--- src/rtl/ud_count_monitor_if.sv ---
// Bundle of the signals exchanged between the 3-bit up/down counter side
// (observed values plus monitor controls) and the ud_count_monitor.
// master: the environment driving the observed counter signals and clr.
// slave : the monitor, which consumes them and drives the status outputs.
interface ud_count_monitor_if #(
  parameter int unsigned WRAP_W = 8
);
  logic [2:0]        q;
  logic              ud;
  logic              cnt_rst;
  logic              clr;
  logic              locked;
  logic              step_err;
  logic              err_sticky;
  logic              wrap_up;
  logic              wrap_dn;
  logic [WRAP_W-1:0] wrap_cnt;

  modport master (
    output q, ud, cnt_rst, clr,
    input  locked, step_err, err_sticky, wrap_up, wrap_dn, wrap_cnt
  );

  modport slave (
    input  q, ud, cnt_rst, clr,
    output locked, step_err, err_sticky, wrap_up, wrap_dn, wrap_cnt
  );
endinterface

--- src/rtl/ud_count_monitor.sv ---
// Downstream checker for a 3-bit up/down synchronous counter sharing clk.
// Each edge it registers (q, ud, cnt_rst); at the following edge it predicts
// the counter value from those registered inputs and compares it with q.
// A run of LOCK_CNT legal steps enters LOCK; any illegal step reports a
// one-cycle step_err and drops back to acquisition. Legal 7->0 (up) and
// 0->7 (down) steps are reported as wraps and counted in a saturating
// counter. clr zeroes err_sticky and wrap_cnt without touching the FSM.
//
// Optional feature, macro MON_HOLD_EN: when defined, q repeating its previous
// value (with no counter clear pending) is accepted as a hold, for counters
// gated by an enable; the hold neither errors nor advances lock progress.
//
// rst_n is expected to be released synchronously to clk by the reset
// distribution upstream; assertion takes effect immediately.
module ud_count_monitor #(
  parameter int unsigned LOCK_CNT = 4,  // legal steps needed to lock (1..15)
  parameter int unsigned WRAP_W   = 8   // width of the wrap event counter
) (
  input logic              clk,
  input logic              rst_n,
  ud_count_monitor_if.slave mon
);

  localparam int unsigned GOOD_W = 4;
  localparam logic [GOOD_W-1:0] GOOD_LAST = GOOD_W'(LOCK_CNT - 1);

  typedef enum logic [1:0] {
    INIT = 2'd0,
    ACQ  = 2'd1,
    LOCK = 2'd2
  } state_t;

  state_t              state;
  state_t              state_next;
  logic [GOOD_W-1:0]   good_cnt;
  logic [GOOD_W-1:0]   good_next;

  logic [2:0]          q_d;
  logic                ud_d;
  logic                rst_d;

  logic [2:0]          exp_q;
  logic                legal;
  logic                hold;
  logic                err_det;
  logic                wrap_up_det;
  logic                wrap_dn_det;

  logic                locked_r;
  logic                step_err_r;
  logic                err_sticky_r;
  logic                wrap_up_r;
  logic                wrap_dn_r;
  logic [WRAP_W-1:0]   wrap_cnt_r;

  // Sample the counter's inputs and output so the next edge can predict q.
  // NOTE: every flop uses non-blocking assignment so all registers update
  // from pre-edge values, regardless of block ordering in simulation.
  always_ff @(posedge clk or negedge rst_n) begin
    if (!rst_n) begin
      q_d   <= 3'd0;
      ud_d  <= 1'b0;
      rst_d <= 1'b0;
    end else begin
      q_d   <= mon.q;
      ud_d  <= mon.ud;
      rst_d <= mon.cnt_rst;
    end
  end

  // Predicted counter value: clear wins, otherwise +/-1 with 3-bit wrap.
  assign exp_q = rst_d ? 3'd0 : (ud_d ? q_d + 3'd1 : q_d - 3'd1);
  assign legal = (mon.q == exp_q);

`ifdef MON_HOLD_EN
  // An enable-gated counter may legitimately keep its value.
  assign hold = !rst_d && (mon.q == q_d);
`else
  assign hold = 1'b0;
`endif

  // Next-state, lock progress and event detection for the current sample.
  // NOTE: all outputs of this block get a default first so no path leaves
  // a variable unassigned, which would otherwise infer a latch.
  always_comb begin
    state_next  = state;
    good_next   = good_cnt;
    err_det     = 1'b0;
    wrap_up_det = 1'b0;
    wrap_dn_det = 1'b0;

    unique case (state)
      INIT: begin
        state_next = ACQ;
        good_next  = '0;
      end

      ACQ, LOCK: begin
        if (legal) begin
          wrap_up_det = !rst_d &&  ud_d && (q_d == 3'd7) && (mon.q == 3'd0);
          wrap_dn_det = !rst_d && !ud_d && (q_d == 3'd0) && (mon.q == 3'd7);
          if (state == ACQ) begin
            if (good_cnt == GOOD_LAST) begin
              state_next = LOCK;
              good_next  = '0;
            end else begin
              good_next = good_cnt + 1'b1;
            end
          end
        end else if (!hold) begin
          err_det    = 1'b1;
          state_next = ACQ;
          good_next  = '0;
        end
      end

      default: begin
        state_next = INIT;
        good_next  = '0;
      end
    endcase
  end

  // FSM state and lock progress registers.
  always_ff @(posedge clk or negedge rst_n) begin
    if (!rst_n) begin
      state    <= INIT;
      good_cnt <= '0;
    end else begin
      state    <= state_next;
      good_cnt <= good_next;
    end
  end

  // Registered status: lock level and one-cycle event pulses.
  always_ff @(posedge clk or negedge rst_n) begin
    if (!rst_n) begin
      locked_r   <= 1'b0;
      step_err_r <= 1'b0;
      wrap_up_r  <= 1'b0;
      wrap_dn_r  <= 1'b0;
    end else begin
      locked_r   <= (state_next == LOCK);
      step_err_r <= err_det;
      wrap_up_r  <= wrap_up_det;
      wrap_dn_r  <= wrap_dn_det;
    end
  end

  // Sticky error (new error beats clr) and saturating wrap count (clr wins).
  always_ff @(posedge clk or negedge rst_n) begin
    if (!rst_n) begin
      err_sticky_r <= 1'b0;
      wrap_cnt_r   <= '0;
    end else begin
      if (err_det) begin
        err_sticky_r <= 1'b1;
      end else if (mon.clr) begin
        err_sticky_r <= 1'b0;
      end

      if (mon.clr) begin
        wrap_cnt_r <= '0;
      end else if ((wrap_up_det || wrap_dn_det) && (wrap_cnt_r != '1)) begin
        wrap_cnt_r <= wrap_cnt_r + 1'b1;
      end
    end
  end

  assign mon.locked     = locked_r;
  assign mon.step_err   = step_err_r;
  assign mon.err_sticky = err_sticky_r;
  assign mon.wrap_up    = wrap_up_r;
  assign mon.wrap_dn    = wrap_dn_r;
  assign mon.wrap_cnt   = wrap_cnt_r;

endmodule

--- src/flat_wrapper.sv ---
// flat-port wrapper written by rule: the top's interface ports become plain ports
module ud_count_monitor_flat 
#(
  parameter int unsigned LOCK_CNT = 4,                                       
  parameter int unsigned WRAP_W   = 8                                     
)
  (clk, rst_n, mon_q, mon_ud, mon_cnt_rst, mon_clr, mon_locked, mon_step_err, mon_err_sticky, mon_wrap_up, mon_wrap_dn, mon_wrap_cnt);
  ud_count_monitor_if #(.WRAP_W(WRAP_W)) mon_i ();
  input logic clk;
  input logic rst_n;
  input wire logic [$bits(mon_i.q)-1:0] mon_q;
  input wire logic [$bits(mon_i.ud)-1:0] mon_ud;
  input wire logic [$bits(mon_i.cnt_rst)-1:0] mon_cnt_rst;
  input wire logic [$bits(mon_i.clr)-1:0] mon_clr;
  output wire logic [$bits(mon_i.locked)-1:0] mon_locked;
  output wire logic [$bits(mon_i.step_err)-1:0] mon_step_err;
  output wire logic [$bits(mon_i.err_sticky)-1:0] mon_err_sticky;
  output wire logic [$bits(mon_i.wrap_up)-1:0] mon_wrap_up;
  output wire logic [$bits(mon_i.wrap_dn)-1:0] mon_wrap_dn;
  output wire logic [$bits(mon_i.wrap_cnt)-1:0] mon_wrap_cnt;
  assign mon_i.q = mon_q;
  assign mon_i.ud = mon_ud;
  assign mon_i.cnt_rst = mon_cnt_rst;
  assign mon_i.clr = mon_clr;
  assign mon_locked = mon_i.locked;
  assign mon_step_err = mon_i.step_err;
  assign mon_err_sticky = mon_i.err_sticky;
  assign mon_wrap_up = mon_i.wrap_up;
  assign mon_wrap_dn = mon_i.wrap_dn;
  assign mon_wrap_cnt = mon_i.wrap_cnt;
  ud_count_monitor #(.LOCK_CNT(LOCK_CNT), .WRAP_W(WRAP_W)) u_core (.clk(clk), .rst_n(rst_n), .mon(mon_i));
endmodule
--- config.mk ---
export PLATFORM = sky130hd
export DESIGN_NAME = ud_count_monitor_flat
export DESIGN_NICKNAME = d
export VERILOG_FILES = /design/src/rtl/ud_count_monitor_if.sv /design/src/rtl/ud_count_monitor.sv /design/src/flat_wrapper.sv
export SDC_FILE = /design/constraint.sdc
export NUM_CORES = 1
export LEC_CHECK = 0
export ABC_AREA = 1
export BUFFER_PORTS_ARGS = -buffer_cell sky130_fd_sc_hd__buf_2
export CAP_MARGIN = 25
export CORE_MARGIN = 2
export CORE_UTILIZATION = 56
export CTS_CLUSTER_SIZE = 40
export DETAILED_ROUTE_END_ITERATION = 8
export PLACE_DENSITY_LB_ADDON = 0.1
export SYNTH_ARGS = -nofsm -noshare
export SYNTH_HDL_FRONTEND = slang
export SYNTH_SLANG_ARGS = --single-unit
export TNS_END_PERCENT = 50
--- constraint.sdc ---
create_clock -name clk -period 2.4 [get_ports clk]
set_input_delay 0.24 -clock clk [delete_from_list [all_inputs] [get_ports clk]]
set_output_delay 0.24 -clock clk [all_outputs]
set_load 0.1 [all_outputs]
======== After elaboration in Yosys (flattened, before gate mapping) ========
Cells that the tools add are included.
storage, ports and cells
  bits in registers ....................... 24
  input bits .............................. 8
  output and inout port bits .............. 13
  logic and storage cells ................. 60
operators by class
  multiplexer cells ....................... 20
  eq/ne operators ......................... 9
  reduce and logical (&&, ||, !) cells .... 16
  add/sub/neg operators ................... 4
operator list
  cell                   count
  $mux W4                4
  $mux W8                2
  $add A8 B1 Y8 const B  1
  $mux W1                8
  $ne A8 B8 Y1 const B   1
  $logic_and A1 B1 Y1    7
  $eq A3 B3 Y1 const B   2
  $logic_not A3 Y1       2
  $mux W2                3
  $mux W3                2
  $add A4 B1 Y4 const B  1
  $eq A2 B2 Y1 const B   2
  $eq A4 B2 Y1 const B   1
  $pmux W2 S2            1
  $reduce_bool A2 Y1     2
  $add A3 B1 Y3 const B  1
  $eq A3 B3 Y1           1
  $ne A3 B3 Y1 const B   1
  $sub A3 B1 Y3 const B  1
  $eq A2 B1 Y1 const B   1
  $logic_not A1 Y1       2
  $logic_not A2 Y1       1
  $reduce_or A2 Y1       1
  $logic_or A1 B1 Y1     1

======== Depth between registers and ports, before layout ========
Gate-level depths: netlist of run 1.
  word-level depth ........................ 10
  depth in mapped cells ................... 11
  mapped depth without buffers ............ 11

======== Worst setup path after synthesis of run 1 ========
Ideal clock, no wire load.
  path kind ............................... reg-to-reg
  start point ............................. register u_core.wrap_cnt_r[0], in the netlist u_core.mon.wrap_cnt[0]
  end point ............................... register u_core.wrap_cnt_r[4], in the netlist u_core.mon.wrap_cnt[4]
  path buffers ............................ 0
  period minus slack after synthesis ...... 2.279 ns
  arrival time ............................ 2.210 ns
  cell stages (with the launch flop) ...... 8
  setup slack ............................. 0.121 ns
  cell sequence ........................... dfrtp_1 ha_1 nand3_1 nand3b_4 nand3b_4 o211ai_4 nand3_1 nand2_1
on the way
  cells in the longest elaborated chain, start to end .. 3
ends and longest elaborated chain
  what                                            RTL line                                          RTL
  from (decl)                                     ud_count_monitor.sv:54                            logic [WRAP_W-1:0] wrap_cnt_r;
  from (signal assigned)                          ud_count_monitor.sv:165                           wrap_cnt_r <= wrap_cnt_r + 1'b1;
  $add A8 B1 Y8 or $ne A8 B8 Y1 (tied branches)   ud_count_monitor.sv:165, ud_count_monitor.sv:164
  $mux W8 or $logic_and A1 B1 Y1 (tied branches)  ud_count_monitor.sv:164                           end else if ((wrap_up_det || wrap_dn_det) && (wrap_cnt_r != '1)) begin
  $mux W8 or $reduce_bool A2 Y1 (tied branches)   -
Several ways; a longest one is shown, not always the timed one. The select of a mux whose other input is x is not followed.
A chain may end at the register's enable or synchronous reset.

======== Worst setup path in the final report of run 1 ========
  start point ............................. register u_core.q_d[0]
  end point ............................... register u_core.wrap_cnt_r[2], in the netlist u_core.mon.wrap_cnt[2]
on the way
  cells in the longest elaborated chain, start to end .. 9
ends and longest elaborated chain
  what                                            RTL line                 RTL
  from (decl)                                     ud_count_monitor.sv:38   logic [2:0] q_d;
  from (signal assigned)                          ud_count_monitor.sv:65   q_d <= mon.q;
  $sub A3 B1 Y3 or $add A3 B1 Y3 (tied branches)  ud_count_monitor.sv:72   assign exp_q = rst_d ? 3'd0 : (ud_d ? q_d + 3'd1 : q_d - 3'd1);
  $mux W3 (2 in series)                           ud_count_monitor.sv:72
  $eq A3 B3 Y1                                    ud_count_monitor.sv:73   assign legal = (mon.q == exp_q);
  $mux W1                                         ud_count_monitor.sv:99   if (legal) begin
  $mux W1                                         ud_count_monitor.sv:92   unique case (state)
  $logic_or A1 B1 Y1 (*)                          ud_count_monitor.sv:164
  $logic_and A1 B1 Y1 (*)                         ud_count_monitor.sv:164
  $reduce_bool A2 Y1 (no source line) (*)         -
Every way passes the cells marked *; elsewhere a longest branch is shown, timed or not.

==> results of run 1 <==
[power groups by stage]
stage / combinational, mW / sequential, mW / clock, mW
after CTS: 0.106 / 0.421 / 0.298
after global routing: 0.118 / 0.422 / 0.321
after floorplan: 0.0549 / 0.449 / 0
after global placement: 0.102 / 0.428 / 0
final: 0.108 / 0.421 / 0.299
after detailed placement: 0.105 / 0.429 / 0
[timing repair]
action | in CTS | in global routing
setup endpoints to repair | 0 | 0
hold buffers | 1 | 2
hold endpoints to repair | 24 | 2
[critical path, stage by stage, from the launching register on]
cell and delay (ns):
dfrtp_1 0.43, inv_1 0.13, fa_1 0.43, nor2_1 0.14, xor2_1 0.09, nor2_2 0.18, nand2_1 0.09, nor2_2 0.16
o211ai_4 0.15, nand3_1 0.10, nand2_1 0.07
[metal layers]
layer,GRT usage,vias to the layer above,routed length (um)
li1,-,541,-
met1,0.247,514,1190
met2,0.323,21,1270
met3,0.0306,2,83
met4,0.0750,0,16
met5,0,-,0
[cell type report]
cell class	count	share of cell area
flip-flops and latches	24	0.370
inverters	25	0.0578
clock inverters	1	0.0185
multi-input cells	99	0.437
repair buffers	23	0.0801
well taps	30	0.0231
clock buffers	3	0.0139
[synthesized netlist by cell type, types with 2 or more instances]
cell type / number / area [sq um]
ha_1: 6 / 75.1
nand3_1: 14 / 70.1
nor2_1: 12 / 45.0
nand3_2: 2 / 20.0
nand4_2: 2 / 25.0
nor3_1: 2 / 10.0
nor2_2: 2 / 12.5
nand2_1: 19 / 71.3
nand2_4: 2 / 22.5
nor3_4: 2 / 32.5
nand4_1: 10 / 62.6
nand3b_4: 2 / 40.0
xor2_1: 10 / 87.6
inv_1: 18 / 67.6
inv_2: 7 / 26.3
nand2_2: 3 / 18.8
dfrtp_1: 24 / 601
a21oi_1: 3 / 15.0
[kinds of logic (layout without fill, tap and decap cells)]
family,count (synthesis),count (layout),synth area share
xor gates and xnor gates,10,10,0.0622
DFF,24,24,0.426
and+or+nand+nor,74,74,0.322
buffers and inverters,26,52,0.0702
AOI/OAI and AO/OA,8,8,0.0515
adders and majority gates,7,7,0.0675
[path summary, 6_finish.rpt]
| check | from | to | cells after the start |
|---|---|---|---|
| setup / recovery | u_core.q_d[0]$_DFF_PN0_ | u_core.mon.wrap_cnt[2]$_DFFE_PN0P_ | 10 |
| hold / removal | mon_q[0] | u_core.q_d[0]$_DFF_PN0_ | 1 |
| setup reg to reg | u_core.q_d[0]$_DFF_PN0_ | u_core.mon.wrap_cnt[2]$_DFFE_PN0P_ | 10 |
| hold reg to reg | u_core.mon.err_sticky$_DFFE_PN0P_ | u_core.mon.err_sticky$_DFFE_PN0P_ | 2 |
| max in group asynchronous | rst_n | u_core.mon.wrap_cnt[6]$_DFFE_PN0P_ | 2 |
| min in group asynchronous | rst_n | u_core.good_cnt[2]$_DFFE_PN0P_ | 2 |
[layout by cell type (no fill, tap or decap)]
cell type / n
a21oi_1: 3
a21oi_4: 1
nand2_4: 2
xor2_1: 10
o211ai_4: 1
o21ai_0: 1
nor3_4: 2
dfrtp_1: 24
nand4_1: 10
bufinv_16: 1
nand2_2: 3
nand2_1: 19
nor2_1: 12
nand3_2: 2
nor2_2: 2
buf_2: 20
dlygate4sd3_1: 3
nand3_1: 14
inv_1: 18
o2111ai_1: 1
nor3_1: 2
nand3b_4: 2
nand3_4: 1
nand4_2: 2
inv_2: 7
fa_1: 1
nor4_1: 1
clkbuf_4: 3
ha_1: 6
a31oi_1: 1
[metrics by stage]
| step | setup slack (ns) | utilization | area, sq um | instances |
|---|---|---|---|---|
| 2_1_floorplan | 0.121 | - | 1410 | 149 |
| 3_3_place_gp | 0.426 | 0.634 | 1540 | 198 |
| 3_5_place_dp | 0.368 | 0.634 | 1540 | 198 |
| 4_1_cts | 0.341 | 0.659 | 1600 | 203 |
| 5_1_grt | 0.179 | 0.668 | 1620 | 205 |
| 6_report | 0.330 | 0.668 | 1620 | 205 |
[flip-flops by register name, summed over array words and instances (netlist names)]
register / flops
u_core.mon.step_err: 1
u_core.ud_d: 1
u_core.mon.wrap_cnt: 8
u_core.mon.wrap_up: 1
u_core.mon.wrap_dn: 1
u_core.mon.err_sticky: 1
u_core.mon.locked: 1
u_core.good_cnt: 4
u_core.rst_d: 1
u_core.q_d: 3
u_core.state: 2
==> flow_summary_export.csv, run 1 <==
group,metric,value,unit
global_routing,antenna_found_initial,0,
sta,hold_violations,0,
finish,nNetsFinal,191,
worst_setup_path,startpoint_type,"register",
synthesis,syn_nets,164,
clock_tree,cts_resized,0,
global_routing,grt_pass1_vias,972,
synthesis,synth_edf_count,0,
routing,wl,2.55,mm
sta,tightest_slew,0.518,ns
pwr,p_sw_frac,0.260,
placement,dpl.hpwl,1.96,mm
clock_tree,cts_root_buffer,"clkbuf_4",
routing,drt_iter0_drc,22,
worst_setup_path,cp_max_fo,8,
die,rows,18,
routing,ant_nets,0,
placement,gp_congestion,0.751,
routing,vias,1078,
sta,post-route-period-util,0.863,
pwr,power_density,509,nW/um^2
sta,setup_tns,0,ns
finish,multi_input_area,709,sq um
sta,finalSetupViolations,0,
run_status,outcome,"finished clean",
pwr,combPwrFrac,0.130,
finish,diodes,0,
synthesis,ys_warn_count,0,
sta,relSlewSlack,0.654,
die,ioPinCount,21,
pwr,switching_power,0.215,mW
sta,finalCriticalPeriod,2.07,ns
pwr,leakagePower,0.929,nW
synthesis,syn_area_per_cell,9.46,sq um
clock_tree,cts_tree,"built",
die,core_area,2430,sq um
finish,layout-drive-gt1-share,0.280,
placement,numPortBuffers,20,
pwr,internal_power,0.613,mW
synthesis,syn_inst,149,
synthesis,ys_seq_area_frac,0.426,
die,die_y,54.2,um
worst_setup_path,crit_type,"register to register",
routing,wl_per_cell,12.5,um
clock_tree,htreeDepth,1,
clock_tree,clk_path_buf_depth,2,
synthesis,synth_ff_type,"dfrtp_1",
worst_setup_path,cp_data_arrival_time,2.29,ns
global_routing,overflow,0,
clock_tree,cts_made_buffers,3,
routing,dr.pass1.iters,5,
pwr,clkPwrFrac,0.361,
worst_setup_path,ff2ff_setup_slack,0.33,ns
worst_setup_path,cp.required,2.62,ns
hold_path,hold_class,"input port to register",
routing,drc,0,
finish,syn_to_final_growth,15.3,%
routing,via_per_inst,5.26,
global_routing,grt.total_usage,0.193,
clock_tree,clk_latency,0.32,ns
synthesis,syn-cell-area,1410,sq um
synthesis,synth_seq_cells,24,
finish,regArea,601,sq um
finish,fill_cells,214,
worst_setup_path,end_kind,"register",
sta,rsz0062_at_grt,"no",
die,dieWidth,54.2,um
sta,max_freq,483,MHz
synthesis,ys_types,27,
sta,hold_ws,0.0643,ns
sta,drv_slew,0,
die,initial_utilization,0.579,
global_routing,grt_max_degree,25,
sta,skew,0.00645,ns
flow_run,maxCapViolCount,0,
global_routing,grt_pass1_wl,4.11,mm
pwr,ir_drop,0.356,mV
pwr,power,0.827,mW
synthesis,synthArstFlopShare,1.00,
clock_tree,cts_setup_buffers,0,
clock_tree,path_clk_slew,0.14,ns
die,die-area,2930,sq um
pwr,seqPwrFrac,0.509,
clock_tree,cts_sinks,24,
Power figures use the tool's default switching activity.
==> run 2, diff against run 1 <==
REMOVE_ABC_BUFFERS = 1   (was default)
==> flow_summary_export.csv, run 2 (same netlist as run 1, synthesis figures left out) <==
group,metric,value,unit
die,ioPinCount,21,
finish,largest_register_ffs,8,
finish,layout-drive-gt1-share,0.280,
die,core_area,2430,sq um
routing,drc,0,
sta,finalSetupViolations,0,
routing,ant_nets,0,
hold_path,hp-start,"mon_q[0]",
clock_tree,htreeDepth,1,
worst_setup_path,ff2ff_setup_slack,0.35,ns
worst_setup_path,critical_path.top_delay_family,"simple AND/OR/NAND/NOR gates",
global_routing,grt.total_usage,0.226,
sta,setup_ws,0.345,ns
worst_setup_path,slowest_stage,"fa_1",
placement,pre_cts_slack,0.339,ns
finish,layout.cells.most_common,"dfrtp_1",
sta,finalCriticalPeriod,2.05,ns
worst_setup_path,cp.required,2.68,ns
pwr,power,0.829,mW
placement,gp_congestion,0.785,
routing,dr.pass1.iters,4,
clock_tree,cts_made_buffers,3,
sta,setup_tns,0,ns
hold_path,whs_endpoint,"u_core.q_d[0]$_DFF_PN0_",
clock_tree,cts_root_buffer,"clkbuf_4",
placement,numPortBuffers,20,
sta,skew,0.00628,ns
clock_tree,path_clk_slew,0.14,ns
die,rows,18,
global_routing,antenna_found_initial,0,
sta,tightest_slew,0.521,ns
sta,max_freq,487,MHz
finish,syn_to_final_growth,15.3,%
worst_setup_path,startpoint_type,"register",
finish,layout_common_cells,"dfrtp_1 (24), buf_2 (20), nand2_1 (19)",
sta,hold_violations,0,
hold_path,min_path_cells,1,
die,die-area,2930,sq um
finish,diodes,0,
sta,relSlewSlack,0.653,
run_status,outcome,"finished clean",
routing,vias,1101,
worst_setup_path,cp_data_arrival_time,2.33,ns
worst_setup_path,r2r_start,"u_core.q_d[0]$_DFF_PN0_",
global_routing,grt_pass1_vias,1092,
hold_path,hold_class,"input port to register",
worst_setup_path,cp_max_fo,9,
global_routing,overflow,0,
sta,post-route-period-util,0.856,
routing,drt_iter0_drc,8,
flow_run,maxCapViolCount,0,
worst_setup_path,crit_chain,"inv_1, fa_1, nor2_1, xor2_1, nor2_2, nand3_4, a21oi_4, nand4_1, nand2_1",
clock_tree,clk_latency,0.33,ns
global_routing,grt_pass1_wl,4.69,mm
pwr,power_density,510,nW/um^2
clock_tree,cts_sinks,24,
routing,wl,2.73,mm
worst_setup_path,slowest_delay,0.44,ns
die,die_y,54.2,um
finish,fill_cells,210,
placement,dpl.hpwl,2.10,mm
clock_tree,clk_path_buf_depth,2,
die,dieWidth,54.2,um
routing,wl_per_cell,13.3,um
worst_setup_path,regToRegEndpoint,"u_core.mon.wrap_cnt[0]$_DFFE_PN0P_",
worst_setup_path,ff2ff_path_depth,9,
sta,rsz0062_at_grt,"no",
worst_setup_path,end_kind,"register",
routing,via_per_inst,5.37,
worst_setup_path,critical_path_buf_inv_count,1,
pwr,ir_drop,0.440,mV
sta,drv_slew,0,
pwr,leakagePower,0.929,nW
finish,nNetsFinal,191,
clock_tree,cts_tree,"built",
die,initial_utilization,0.579,
global_routing,grt_max_degree,25,
worst_setup_path,crit_type,"register to register",
[run 2: cell counts in the layout (fill, tap and decap cells not counted)]
Identical to the previous run, type by type.
[run 2: worst max-delay path by stage]
| stage | startpoint | end | slack, ns | cells past startpoint |
|---|---|---|---|---|
| 2_1_floorplan | u_core.mon.wrap_cnt[0]$_DFFE_PN0P_ | u_core.mon.wrap_cnt[4]$_DFFE_PN0P_ | 0.12 | 7 |
| 3_3_place_gp | u_core.ud_d$_DFF_PN0_ | u_core.mon.wrap_cnt[7]$_DFFE_PN0P_ | 0.45 | 9 |
| 3_5_place_dp | u_core.ud_d$_DFF_PN0_ | u_core.mon.wrap_cnt[1]$_DFFE_PN0P_ | 0.34 | 8 |
| 4_1_cts | u_core.q_d[0]$_DFF_PN0_ | u_core.mon.wrap_cnt[0]$_DFFE_PN0P_ | 0.32 | 9 |
| 5_1_grt | u_core.q_d[0]$_DFF_PN0_ | u_core.mon.wrap_cnt[0]$_DFFE_PN0P_ | 0.17 | 9 |
| 6_report | u_core.q_d[0]$_DFF_PN0_ | u_core.mon.wrap_cnt[0]$_DFFE_PN0P_ | 0.35 | 9 |
[run 2: final cells by class]
type	instances	area, sq um	area share
tap	30	37.5	0.0231
clock buffer	3	22.5	0.0139
timing repair buffer	23	130	0.0801
inverter	25	93.8	0.0578
multi-input combinational	99	709	0.437
sequential	24	601	0.370
clock inverter	1	30.0	0.0185
[run 2: stage by stage]
step           hold WS, ns  std cells  utilization  area, sq um
6_report            0.0716        205        0.668         1620
5_1_grt             0.0639        205        0.668         1620
4_1_cts             0.0575        205        0.668         1620
3_5_place_dp         0.249        198        0.634         1540
3_3_place_gp         0.246        198        0.634         1540
2_1_floorplan      -0.0556        148            -         1400
[run 2: layer usage]
| layer | up-vias | track usage | part of all wire |
|---|---|---|---|
| met5 | - | 0 | 0 |
| met4 | 0 | 0.113 | 0.019 |
| met3 | 6 | 0.0278 | 0.036 |
| met2 | 19 | 0.382 | 0.52 |
| met1 | 535 | 0.282 | 0.42 |
| li1 | 541 | - | - |
[run 2: timing repair]
item | CTS | global route
gates resized for setup | 0 | 0
hold buffers | 3 | 0
endpoints found under the hold margin | 26 | 0
setup buffers | 0 | 0
[run 2: power breakdown]
group | internal [mW] | switching, mW
sequential | 0.414 | 0.00693
clock | 0.169 | 0.131
combinational | 0.0301 | 0.0778
==> run 3, diff against run 2 <==
GPL_TIMING_DRIVEN = 0   (was default)
==> flow_summary_export.csv, run 3 (same netlist as run 1, synthesis figures left out) <==
group,metric,value,unit
run_status,outcome,"finished clean",
sta,setup_tns,0,ns
pwr,power,0.748,mW
global_routing,met3_usage,0.0333,
clock_tree,cts_tree,"built",
pwr,ir_drop,0.390,mV
die,rows,18,
worst_setup_path,end_kind,"register",
pwr,leakagePower,0.922,nW
routing,drc,0,
worst_setup_path,regToRegEndpoint,"u_core.mon.wrap_cnt[5]$_DFFE_PN0P_",
die,ioPinCount,21,
finish,design_area,1610,sq um
placement,pre_cts_slack,0.342,ns
finish,layout_common_cells,"dfrtp_1 (24), buf_2 (20), nand2_1 (19)",
placement,place_area,1540,sq um
global_routing,grtUsageMet2,0.351,
sta,setup_ws,0.344,ns
placement,dpl.hpwl,1.97,mm
worst_setup_path,critical_path_depth,9,
sta,drv_slew,0,
hold_path,hp-start,"mon_q[0]",
clock_tree,cts_hold_buf,1,
finish,diodes,0,
global_routing,use_met1,0.279,
clock_tree,cts_resized,0,
sta,skew,0.00984,ns
pwr,power_density,465,nW/um^2
finish,multi_input_area,709,sq um
clock_tree,clk_latency,0.33,ns
finish,largest_register_ffs,8,
clock_tree,cts_made_buffers,3,
worst_setup_path,slowest_delay,0.51,ns
routing,vias,1114,
sta,finalCriticalPeriod,2.06,ns
routing,wl_per_cell,12.9,um
worst_setup_path,r2r_start,"u_core.q_d[0]$_DFF_PN0_",
finish,nNetsFinal,191,
worst_setup_path,ff2ff_setup_slack,0.34,ns
flow_run,maxCapViolCount,0,
sta,tightest_slew,0.526,ns
worst_setup_path,crit_type,"register to register",
worst_setup_path,crit_chain,"inv_1, fa_1, nor2_1, xor2_1, nor2_2, nand3_4, a21oi_4, nand4_1, nand2_1",
worst_setup_path,slowest_stage,"fa_1",
global_routing,grt.total_usage,0.210,
finish,fill_cells,215,
routing,ant_nets,0,
sta,post-route-period-util,0.857,
sta,hold_violations,0,
die,die_y,54.2,um
worst_setup_path,critical_path_buf_inv_count,1,
routing,via_per_inst,5.43,
clock_tree,htreeDepth,1,
global_routing,grt_max_degree,25,
die,dieWidth,54.2,um
worst_setup_path,cp_data_arrival_time,2.34,ns
finish,syn_to_final_growth,14.1,%
worst_setup_path,ff2ff_path_depth,9,
clock_tree,path_clk_slew,0.14,ns
global_routing,grt_pass1_vias,1027,
sta,max_freq,486,MHz
hold_path,hold_class,"input port to register",
worst_setup_path,startpoint_type,"register",
worst_setup_path,critical_path.top_delay_family,"simple AND/OR/NAND/NOR gates",
worst_setup_path,cp.required,2.68,ns
finish,layout.cells.most_common,"dfrtp_1",
global_routing,antenna_found_initial,0,
clock_tree,cts_root_buffer,"clkbuf_4",
routing,drt_iter0_drc,20,
global_routing,overflow,0,
hold_path,min_path_cells,1,
hold_path,whs_endpoint,"u_core.q_d[0]$_DFF_PN0_",
sta,relSlewSlack,0.649,
sta,rsz0062_at_grt,"no",
finish,regArea,601,sq um
routing,wl,2.64,mm
finish,layout-drive-gt1-share,0.280,
worst_setup_path,cp_max_fo,9,
clock_tree,clk_path_buf_depth,2,
routing,dr.pass1.iters,4,
placement,gp_congestion,0.829,
clock_tree,cts_sinks,24,
die,die-area,2930,sq um
clock_tree,cts_setup_buffers,0,
sta,hold_ws,0.0706,ns
sta,finalSetupViolations,0,
global_routing,busiest_layer,"met2",
die,core_area,2430,sq um
die,initial_utilization,0.579,
global_routing,grt_pass1_wl,4.46,mm
placement,numPortBuffers,20,
==> run 3: cell count changes in the layout (fill, tap and decap cells not counted), sizes merged <==
cell,previous run,this run
clkbuf,3,4
bufinv,1,0
==> run 3: through the flow <==
step / cells / utilization
after CTS: 203 / 0.653
final: 205 / 0.661
after global routing: 205 / 0.661
after global placement: 198 / 0.634
after floorplan: 148 / -
after detailed placement: 198 / 0.634
==> run 3: how the worst max path moves through the flow <==
stage / start / end
2_1_floorplan: u_core.mon.wrap_cnt[0]$_DFFE_PN0P_ / u_core.mon.wrap_cnt[4]$_DFFE_PN0P_
5_1_grt: u_core.q_d[0]$_DFF_PN0_ / u_core.mon.wrap_cnt[5]$_DFFE_PN0P_
4_1_cts: u_core.ud_d$_DFF_PN0_ / u_core.mon.wrap_cnt[5]$_DFFE_PN0P_
3_3_place_gp: u_core.ud_d$_DFF_PN0_ / u_core.mon.wrap_cnt[2]$_DFFE_PN0P_
3_5_place_dp: u_core.ud_d$_DFF_PN0_ / u_core.mon.wrap_cnt[0]$_DFFE_PN0P_
6_report: u_core.q_d[0]$_DFF_PN0_ / u_core.mon.wrap_cnt[5]$_DFFE_PN0P_
==> run 3: area by class of cell <==
type                       instances  area share
timing repair buffer              23      0.0809
tap                               30      0.0233
sequential                        24       0.374
multi-input combinational         99       0.441
inverter                          25      0.0584
clock buffer                       4      0.0226
==> run 3: power by group <==
part / switching [mW] / internal [mW]
clock: 0.127 / 0.0930
sequential: 0.00680 / 0.414
combinational: 0.0778 / 0.0299
total: 0.212 / 0.537
==> run 3: layer usage <==
metal	wire length, um	part of all wire
met1	1160	0.44
met2	1330	0.50
met3	108	0.041
met4	38	0.014
met5	0	0
